--- config.mk ---
export PLATFORM = sky130hd
export DESIGN_NAME = exp_fluxo_dados_param_flat
export DESIGN_NICKNAME = d
export VERILOG_FILES = /design/src/rtl/exp_fluxo_dados_param_if.sv /design/src/rtl/exp_fluxo_dados_param.sv /design/src/flat_wrapper.sv
export SDC_FILE = /design/constraint.sdc
export NUM_CORES = 1
export LEC_CHECK = 0
export BUFFER_PORTS_ARGS = -buffer_cell sky130_fd_sc_hd__buf_4
export CELL_PAD_IN_SITES_DETAIL_PLACEMENT = 1
export CELL_PAD_IN_SITES_GLOBAL_PLACEMENT = 2
export CORE_ASPECT_RATIO = 0.7
export CORE_MARGIN = 3
export CORE_UTILIZATION = 44
export CTS_BUF_LIST = sky130_fd_sc_hd__clkbuf_4
export DETAILED_ROUTE_END_ITERATION = 8
export GPL_TIMING_DRIVEN = 1
export PLACE_DENSITY = 0.8
export SLEW_MARGIN = 20
export SYNTH_ARGS = -nofsm -noshare
export SYNTH_HDL_FRONTEND = slang
export SYNTH_SLANG_ARGS = --single-unit
--- constraint.sdc ---
create_clock -name clock -period 2.5 [get_ports clock]
set_clock_uncertainty 0.05 [all_clocks]
set_input_delay 0 -clock clock [delete_from_list [all_inputs] [get_ports clock]]
set_output_delay 0 -clock clock [all_outputs]
set_load 0.03 [all_outputs]
--- src/rtl/exp_fluxo_dados_param_if.sv ---
// exp_fluxo_dados_param_if: strobes from the game control unit and status/debug flags back from the datapath.
interface exp_fluxo_dados_param_if #(
    parameter int DATA_WIDTH = 4,
    parameter int ADDR_WIDTH = 4
);
    logic                  zeraC, contaC, zeraL, contaL, zeraR, registraR, zeraT, contaT, escreveM;
    logic [DATA_WIDTH-1:0] chaves;
    logic                  chavesIgualMemoria, enderecoIgualLimite, fimC, fimL, fimT, jogada_feita, db_tempo;
    logic [ADDR_WIDTH-1:0] db_contagem, db_limite;
    logic [DATA_WIDTH-1:0] db_chaves, db_memoria;

    modport master (
        output zeraC, contaC, zeraL, contaL, zeraR, registraR, zeraT, contaT, escreveM, chaves,
        input  chavesIgualMemoria, enderecoIgualLimite, fimC, fimL, fimT, jogada_feita, db_tempo,
        input  db_contagem, db_limite, db_chaves, db_memoria
    );

    modport slave (
        input  zeraC, contaC, zeraL, contaL, zeraR, registraR, zeraT, contaT, escreveM, chaves,
        output chavesIgualMemoria, enderecoIgualLimite, fimC, fimL, fimT, jogada_feita, db_tempo,
        output db_contagem, db_limite, db_chaves, db_memoria
    );
endinterface

--- src/rtl/exp_fluxo_dados_param.sv ---
// exp_fluxo_dados_param: parametrised sequence-memory game datapath (counters, key register, sequence memory, edge detector, timeout).
module exp_fluxo_dados_param #(
    parameter int DATA_WIDTH = 4,
    parameter int ADDR_WIDTH = 4,
    parameter int TIMEOUT    = 3000
) (
    input logic                   clock,
    input logic                   reset_n,
    exp_fluxo_dados_param_if.slave bus
);
    localparam int DEPTH = 2 ** ADDR_WIDTH;
    localparam int TW    = $clog2(TIMEOUT);

    typedef logic [DATA_WIDTH-1:0] mem_t [DEPTH];

    function automatic mem_t f_init();
        for (int i = 0; i < DEPTH; i++) begin
            f_init[i]                 = '0;
            f_init[i][i % DATA_WIDTH] = 1'b1;
        end
    endfunction

    logic [ADDR_WIDTH-1:0] r_cnt, r_lim;
    logic [TW-1:0]         r_tmr;
    logic [DATA_WIDTH-1:0] r_key;
    logic                  r_tecla_ant;
    mem_t                  r_mem = f_init();
    logic [DATA_WIDTH-1:0] w_mem_rd;
    logic                  w_tecla, w_lim_max, w_tmr_max;

    assign w_tecla   = |bus.chaves;
    assign w_lim_max = &r_lim;
    assign w_tmr_max = r_tmr == TW'(TIMEOUT - 1);
    assign w_mem_rd  = r_mem[r_cnt];

    always_ff @(posedge clock or negedge reset_n) begin
        if (!reset_n) begin
            r_cnt       <= '0;
            r_lim       <= '0;
            r_tmr       <= '0;
            r_key       <= '0;
            r_tecla_ant <= 1'b0;
        end else begin
            r_cnt       <= bus.zeraC ? '0 : bus.contaC ? r_cnt + ADDR_WIDTH'(1) : r_cnt;
            r_lim       <= bus.zeraL ? '0 : (bus.contaL && !w_lim_max) ? r_lim + ADDR_WIDTH'(1) : r_lim;
            r_tmr       <= bus.zeraT ? '0 : (bus.contaT && !w_tmr_max) ? r_tmr + TW'(1) : r_tmr;
            r_key       <= bus.zeraR ? '0 : bus.registraR ? bus.chaves : r_key;
            r_tecla_ant <= w_tecla;
        end
    end

    // Memory is not cleared by reset; a write sampled while reset is held is dropped.
    always_ff @(posedge clock) begin
        if (bus.escreveM && reset_n)
            r_mem[r_cnt] <= r_key;
    end

    assign bus.chavesIgualMemoria  = r_key == w_mem_rd;
    assign bus.enderecoIgualLimite = r_cnt == r_lim;
    assign bus.fimC                = &r_cnt;
    assign bus.fimL                = w_lim_max;
    assign bus.fimT                = w_tmr_max;
    assign bus.db_tempo            = w_tmr_max;
    assign bus.jogada_feita        = w_tecla & ~r_tecla_ant;
    assign bus.db_contagem         = r_cnt;
    assign bus.db_limite           = r_lim;
    assign bus.db_chaves           = r_key;
    assign bus.db_memoria          = w_mem_rd;
endmodule

--- src/flat_wrapper.sv ---
// flat-port wrapper written by rule: the top's interface ports become plain ports
module exp_fluxo_dados_param_flat 
#(
    parameter int DATA_WIDTH = 4,
    parameter int ADDR_WIDTH = 4,
    parameter int TIMEOUT    = 3000
)
  (clock, reset_n, bus_zeraC, bus_contaC, bus_zeraL, bus_contaL, bus_zeraR, bus_registraR, bus_zeraT, bus_contaT, bus_escreveM, bus_chaves, bus_chavesIgualMemoria, bus_enderecoIgualLimite, bus_fimC, bus_fimL, bus_fimT, bus_jogada_feita, bus_db_tempo, bus_db_contagem, bus_db_limite, bus_db_chaves, bus_db_memoria);
  exp_fluxo_dados_param_if #(.DATA_WIDTH(DATA_WIDTH), .ADDR_WIDTH(ADDR_WIDTH)) bus_i ();
  input logic clock;
  input logic reset_n;
  input wire logic [$bits(bus_i.zeraC)-1:0] bus_zeraC;
  input wire logic [$bits(bus_i.contaC)-1:0] bus_contaC;
  input wire logic [$bits(bus_i.zeraL)-1:0] bus_zeraL;
  input wire logic [$bits(bus_i.contaL)-1:0] bus_contaL;
  input wire logic [$bits(bus_i.zeraR)-1:0] bus_zeraR;
  input wire logic [$bits(bus_i.registraR)-1:0] bus_registraR;
  input wire logic [$bits(bus_i.zeraT)-1:0] bus_zeraT;
  input wire logic [$bits(bus_i.contaT)-1:0] bus_contaT;
  input wire logic [$bits(bus_i.escreveM)-1:0] bus_escreveM;
  input wire logic [$bits(bus_i.chaves)-1:0] bus_chaves;
  output wire logic [$bits(bus_i.chavesIgualMemoria)-1:0] bus_chavesIgualMemoria;
  output wire logic [$bits(bus_i.enderecoIgualLimite)-1:0] bus_enderecoIgualLimite;
  output wire logic [$bits(bus_i.fimC)-1:0] bus_fimC;
  output wire logic [$bits(bus_i.fimL)-1:0] bus_fimL;
  output wire logic [$bits(bus_i.fimT)-1:0] bus_fimT;
  output wire logic [$bits(bus_i.jogada_feita)-1:0] bus_jogada_feita;
  output wire logic [$bits(bus_i.db_tempo)-1:0] bus_db_tempo;
  output wire logic [$bits(bus_i.db_contagem)-1:0] bus_db_contagem;
  output wire logic [$bits(bus_i.db_limite)-1:0] bus_db_limite;
  output wire logic [$bits(bus_i.db_chaves)-1:0] bus_db_chaves;
  output wire logic [$bits(bus_i.db_memoria)-1:0] bus_db_memoria;
  assign bus_i.zeraC = bus_zeraC;
  assign bus_i.contaC = bus_contaC;
  assign bus_i.zeraL = bus_zeraL;
  assign bus_i.contaL = bus_contaL;
  assign bus_i.zeraR = bus_zeraR;
  assign bus_i.registraR = bus_registraR;
  assign bus_i.zeraT = bus_zeraT;
  assign bus_i.contaT = bus_contaT;
  assign bus_i.escreveM = bus_escreveM;
  assign bus_i.chaves = bus_chaves;
  assign bus_chavesIgualMemoria = bus_i.chavesIgualMemoria;
  assign bus_enderecoIgualLimite = bus_i.enderecoIgualLimite;
  assign bus_fimC = bus_i.fimC;
  assign bus_fimL = bus_i.fimL;
  assign bus_fimT = bus_i.fimT;
  assign bus_jogada_feita = bus_i.jogada_feita;
  assign bus_db_tempo = bus_i.db_tempo;
  assign bus_db_contagem = bus_i.db_contagem;
  assign bus_db_limite = bus_i.db_limite;
  assign bus_db_chaves = bus_i.db_chaves;
  assign bus_db_memoria = bus_i.db_memoria;
  exp_fluxo_dados_param #(.DATA_WIDTH(DATA_WIDTH), .ADDR_WIDTH(ADDR_WIDTH), .TIMEOUT(TIMEOUT)) u_core (.clock(clock), .reset_n(reset_n), .bus(bus_i));
endmodule
; Word level (Yosys, flattened, before mapping)
; Memories as Yosys holds them, arrays and structs flattened.
; Index checks and enable logic that the tools add are counted.
; Widths: inputs -> output; s select.
[totals]
reg_bits = 25
ram_bits = 64
in_bits = 15
output_inout_bits = 23
wordCells = 36
n_memories = 1
[mem_list]
columns = memory, words, word_bits, read_ports, rd_ports_with_merged_regs, wr, line
row1 = u_core.r_mem, 16, 4, 1, 0, 1, exp_fluxo_dados_param.sv:27  ; mem_t r_mem = f_init();
[op_classes]
addsub = 3
eq_ne = 3
n_mux = 10
bitwise_logic = 2
n_reduce_logical = 12
[ops]
columns = cell, count
row1 = $mux 12, 2
row2 = $mux 4, 6
row3 = $add 12x1->12 const B, 1
row4 = $eq 12x12->1 const B, 1
row5 = $add 4x1->4 const B, 2
row6 = $eq 4x4->1, 2
row7 = $reduce_and 4->1, 2
row8 = $reduce_bool 2->1, 4
row9 = $reduce_or 4->1, 1
row10 = $logic_and 1x1->1, 3
row11 = $logic_not 1->1, 2
row12 = $mux 1, 2
row13 = $and 1x1->1, 1
row14 = $not 1->1, 1

; Longest topological paths before layout
[logic_depth]
depth_word = 5
depth_mapped = 7
mapped_depth_nobuf = 6

; Worst setup path after synthesis
; No wires, ideal clock.
[synth_timing]
kind = reg2out
from = register u_core.r_cnt[0], in the netlist u_core.bus.db_contagem[0]
to = output bus_chavesIgualMemoria
arrival_time_ps = 2836
required_time_ps = 2450
path_slack_ps = -386
path_stages_with_launch = 8
n_path_buf = 2
cell_sequence = dfrtp_1 buf_6 buf_2 mux4_2 mux2i_1 mux2i_1 xor2_1 nor4_2
[synth_via]
elab_chain_len = 2
[synth_lines]
columns = item, line
row1 = from (decl), exp_fluxo_dados_param.sv:23  ; logic [ADDR_WIDTH-1:0] r_cnt, r_lim;
row2 = from (signal assigned), exp_fluxo_dados_param.sv:44  ; r_cnt <= bus.zeraC ? '0 : bus.contaC ? r_cnt + ADDR_WIDTH'(1) : r_cnt;
row3 = $mem_v2 16x4, -
row4 = via bus_db_memoria[3], flat_wrapper.sv:32  ; output wire logic [$bits(bus_i.db_memoria)-1:0] bus_db_memoria;
row5 = $eq 4x4->1, exp_fluxo_dados_param.sv:58  ; assign bus.chavesIgualMemoria = r_key == w_mem_rd;
row6 = to (decl), flat_wrapper.sv:22  ; output wire logic [$bits(bus_i.chavesIgualMemoria)-1:0] bus_chavesIgualMemoria;
; The timed path passes the listed nets, and every way through them passes these cells.

; Worst setup path after layout
[layout_timing]
from = register u_core.r_cnt[0], in the netlist u_core.bus.db_contagem[0]
to = output bus_chavesIgualMemoria
[layout_via]
elab_chain_len = 2
[layout_lines]
columns = item, line
row1 = $mem_v2 16x4, -
row2 = $eq 4x4->1, exp_fluxo_dados_param.sv:58
; Every way passes these cells.

==> summary.txt <==
Global route
  • GRT busiest layer: met2
  • Vias in the first global route: 2642
  • Initial antenna violation count: 0
  • Met1 global-route usage: 0.305
  • Met3 Resource Use GR: 0.0460
  • Global-route total usage across every layer: 0.204
  • Met2 Use GR: 0.307
  • First-pass GRT wire length: 15.3 mm
  • Total grt overflow: 0
  • Largest net degree at the start of global routing: 26

Clock network
  • H-tree Lvls: 3
  • Clk Latency, worst-skew pair: 0.44 ns
  • CTS Buf Count: 9
  • Worst-case clock buffer depth: 2
  • Clock transition at the registers of the reported paths: 0.12 ns
  • CTS sink cnt: 89
  • CTS tree: yes
  • CTS root buf: clkbuf_4

Drt
  • Routed via count: 2546
  • Residual DRC: 0
  • Avg WL per Cell: 20.6 um
  • Remaining antenna violation count: 0
  • Vias per std cell: 5.42
  • DRT Wirelength: 9.70 mm
  • DRT iter0 DRCs: 157
  • Pre-Repair DR Iteration Count: 4

Yosys
  • Mapped cell area: 3950 um^2
  • Synth Area per Inst: 15.0 um^2
  • Synth warnings: 0
  • Synth top area cells: edfxtp_1 (49%), dfrtp_1 (16%), mux4_2 (9.7%)
  • Synth Net Count: 284
  • Post-synth ARST share: 0.281
  • Number of synthesized flops with an enable pin: 64
  • Synthesized flop and latch total: 89
  • Post-Synthesis Cells: 263
  • Count leader, synth: edfxtp_1
  • Area leader, netlist: edfxtp_1
  • Synth top area share: 0.487
  • Distinct cell type count after synthesis: 39
  • Ys flop type: edfxtp_1
  • Seq/Total Area, Yosys: 0.646
  • Top cells by count, synth: edfxtp_1 (64), dfrtp_1 (25), nor2_1 (21)

Layout
  • FILL cells: 867
  • Fin area: 4920 um^2
  • Final #Nets: 366
  • Number of diodes: 0
  • Fraction of layout cells with a size suffix above 1: 0.294
  • Area growth, synth to finish: 24.7%

Setup path
  • CP peak stage delay: 0.54 ns
  • Critical path's top delay family: simple AND/OR/NAND/NOR gates
  • Top cell by count, worst path: buf_4
  • Critical-path cell list: buf_8 > mux4_2 > or2_4 > a311oi_1 > nor4_1 > buf_4 > nor4_4 > buf_4
  • Critical Path Slowest Stage Cell: dfrtp_4
  • Startpoint types: flop
  • Max Fanout on Critical Path: 3
  • Critical Path AT: 2.76 ns
  • Crit end category: output port
  • CP Buf/Inv Count: 3
  • CP Data Required Time: 2.45 ns
  • WS Path Type: reg2out

Timing
  • Setup ws final: -0.305 ns
  • FMAX: 356 MHz
  • Hold Vio Cnt, Final: 0
  • WHS: 0.0938 ns
  • Setup violators final: 1
  • Final min period: 2.81 ns
  • Final Max Tran Viols: 0
  • RSZ-0062 raised after global routing: yes
  • Final TNS setup: -0.305 ns
  • Worst slew margin: 0.531
  • Slew @ Worst Pin: 0.704 ns
  • Fin crit share: 1.12

Floorplan
  • Num rows: 28
  • Die ar.: 10200 um^2
  • Core Footprint: 8580 um^2
  • Die span in x: 119 um
  • Die span in y: 85.2 um
  • Initial core utilization: 0.460
  • Ports: 38

Placed design
  • Port-buffer cells: 37
  • Dpl hpwl: 6.74 mm
  • Post-Place Cell Area: 4460 um^2
  • Gpl congestion: 0.831

Pwr
  • Leakage: 1.92 nW
  • Peak VDD IR: 0.377 mV
  • Pwr dens: 596 nW/um^2

Run status
  • Failing checks: negative setup slack
  • Status: finished, violations left

Flow run
  • Max Cap Viol: 0

Hold path
  • Worst hold path type: in2async
==> placed cells by master, fill, tap and decap left out, drive strengths merged, types with 6 or more instances in the layout <==
cell,count
dfrtp,25
edfxtp,64
clkbuf,10
mux4,17
xor2,12
dlygate4sd3,18
inv,7
nor3,6
and2,8
nand2,10
ha,6
buf,64
and3,11
nor2,21
xnor2,8
mux2i,11
==> metrics by stage <==
stage / utilization / power (mW) / instances / worst slack, ns
2_1_floorplan: - / 1.88 / 263 / -0.0409
3_3_place_gp: 0.520 / 2.01 / 426 / 0.0579
3_5_place_dp: 0.520 / 2.02 / 426 / 0.0230
4_1_cts: 0.564 / 2.94 / 463 / -0.343
5_1_grt: 0.573 / 3.05 / 470 / -0.422
6_report: 0.573 / 2.93 / 470 / -0.305
==> worst paths after layout <==
kind / cells after the start / endpoint / start / slack, ns
hold / removal: 3 / u_core.bus.db_limite[2]$_DFFE_PN0P_ / reset_n / 0.09
setup / recovery: 8 / bus_chavesIgualMemoria / u_core.bus.db_contagem[0]$_DFFE_PN0P_ / -0.31
hold reg to reg: 2 / u_core.r_tmr[11]$_DFFE_PN0P_ / u_core.r_tmr[11]$_DFFE_PN0P_ / 0.51
max in group asynchronous: 3 / u_core.bus.db_contagem[0]$_DFFE_PN0P_ / reset_n / 2.00
min in group clock: 4 / u_core.r_mem[1][0]$_DFFE_PP_ / bus_escreveM / 0.20
setup reg to reg: 5 / u_core.r_tmr[9]$_DFFE_PN0P_ / u_core.r_tmr[6]$_DFFE_PN0P_ / 0.35
==> per-layer routing <==
layer / up-vias / wire, um
li1: 1161 / -
met1: 1298 / 4520
met2: 76 / 4420
met3: 11 / 661
met4: 0 / 101
met5: - / 0
==> state kept, by name, summed over array words and instances, names as in the netlist <==
name / flops
u_core.r_tmr: 12
u_core.bus.db_limite: 4
u_core.bus.db_chaves: 4
u_core.bus.db_contagem: 4
u_core.r_tecla_ant: 1
u_core.r_mem: 64
==> power by group <==
| part | switching, mW | internal, mW | total (mW) |
|---|---|---|---|
| sequential | 0.0288 | 1.61 | 1.64 |
| combinational | 0.220 | 0.195 | 0.415 |
| clock | 0.468 | 0.413 | 0.880 |
==> tightest hold or removal path, stage by stage <==
cell and delay (ns):
dlygate4sd3_1 0.53, buf_4 0.14, buf_4 0.33
==> kinds of logic after synthesis <==
| group | after synthesis | synth area share |
|---|---|---|
| compound gates | 17 | 0.0273 |
| xor+xnor | 20 | 0.0444 |
| fa+ha+maj | 6 | 0.0190 |
| buf+inv | 17 | 0.0203 |
| flops | 89 | 0.646 |
| mux | 28 | 0.125 |
| simple gates | 86 | 0.118 |
==> what timing repair did <==
action                                 CTS  global route
resized for setup                        4             6
setup endpoints to repair                2             1
hold buffers                            18             0
pin swaps                                0             2
buffers inserted                         3             7
endpoints found under the hold margin   50             0
==> final cells by class <==
cell class                      instances  area, um^2  area share
Timing Repair Buffer                   82         692       0.141
Inverter                                6        22.5     0.00458
Clock buffer                           10        75.1      0.0153
Sequential cell                        89        2550       0.519
Clock inverter                          6        81.3      0.0165
Multi-Input combinational cell        157        1350       0.274
Tap cell                              120         150      0.0305
(Power assumes the default switching activity.)
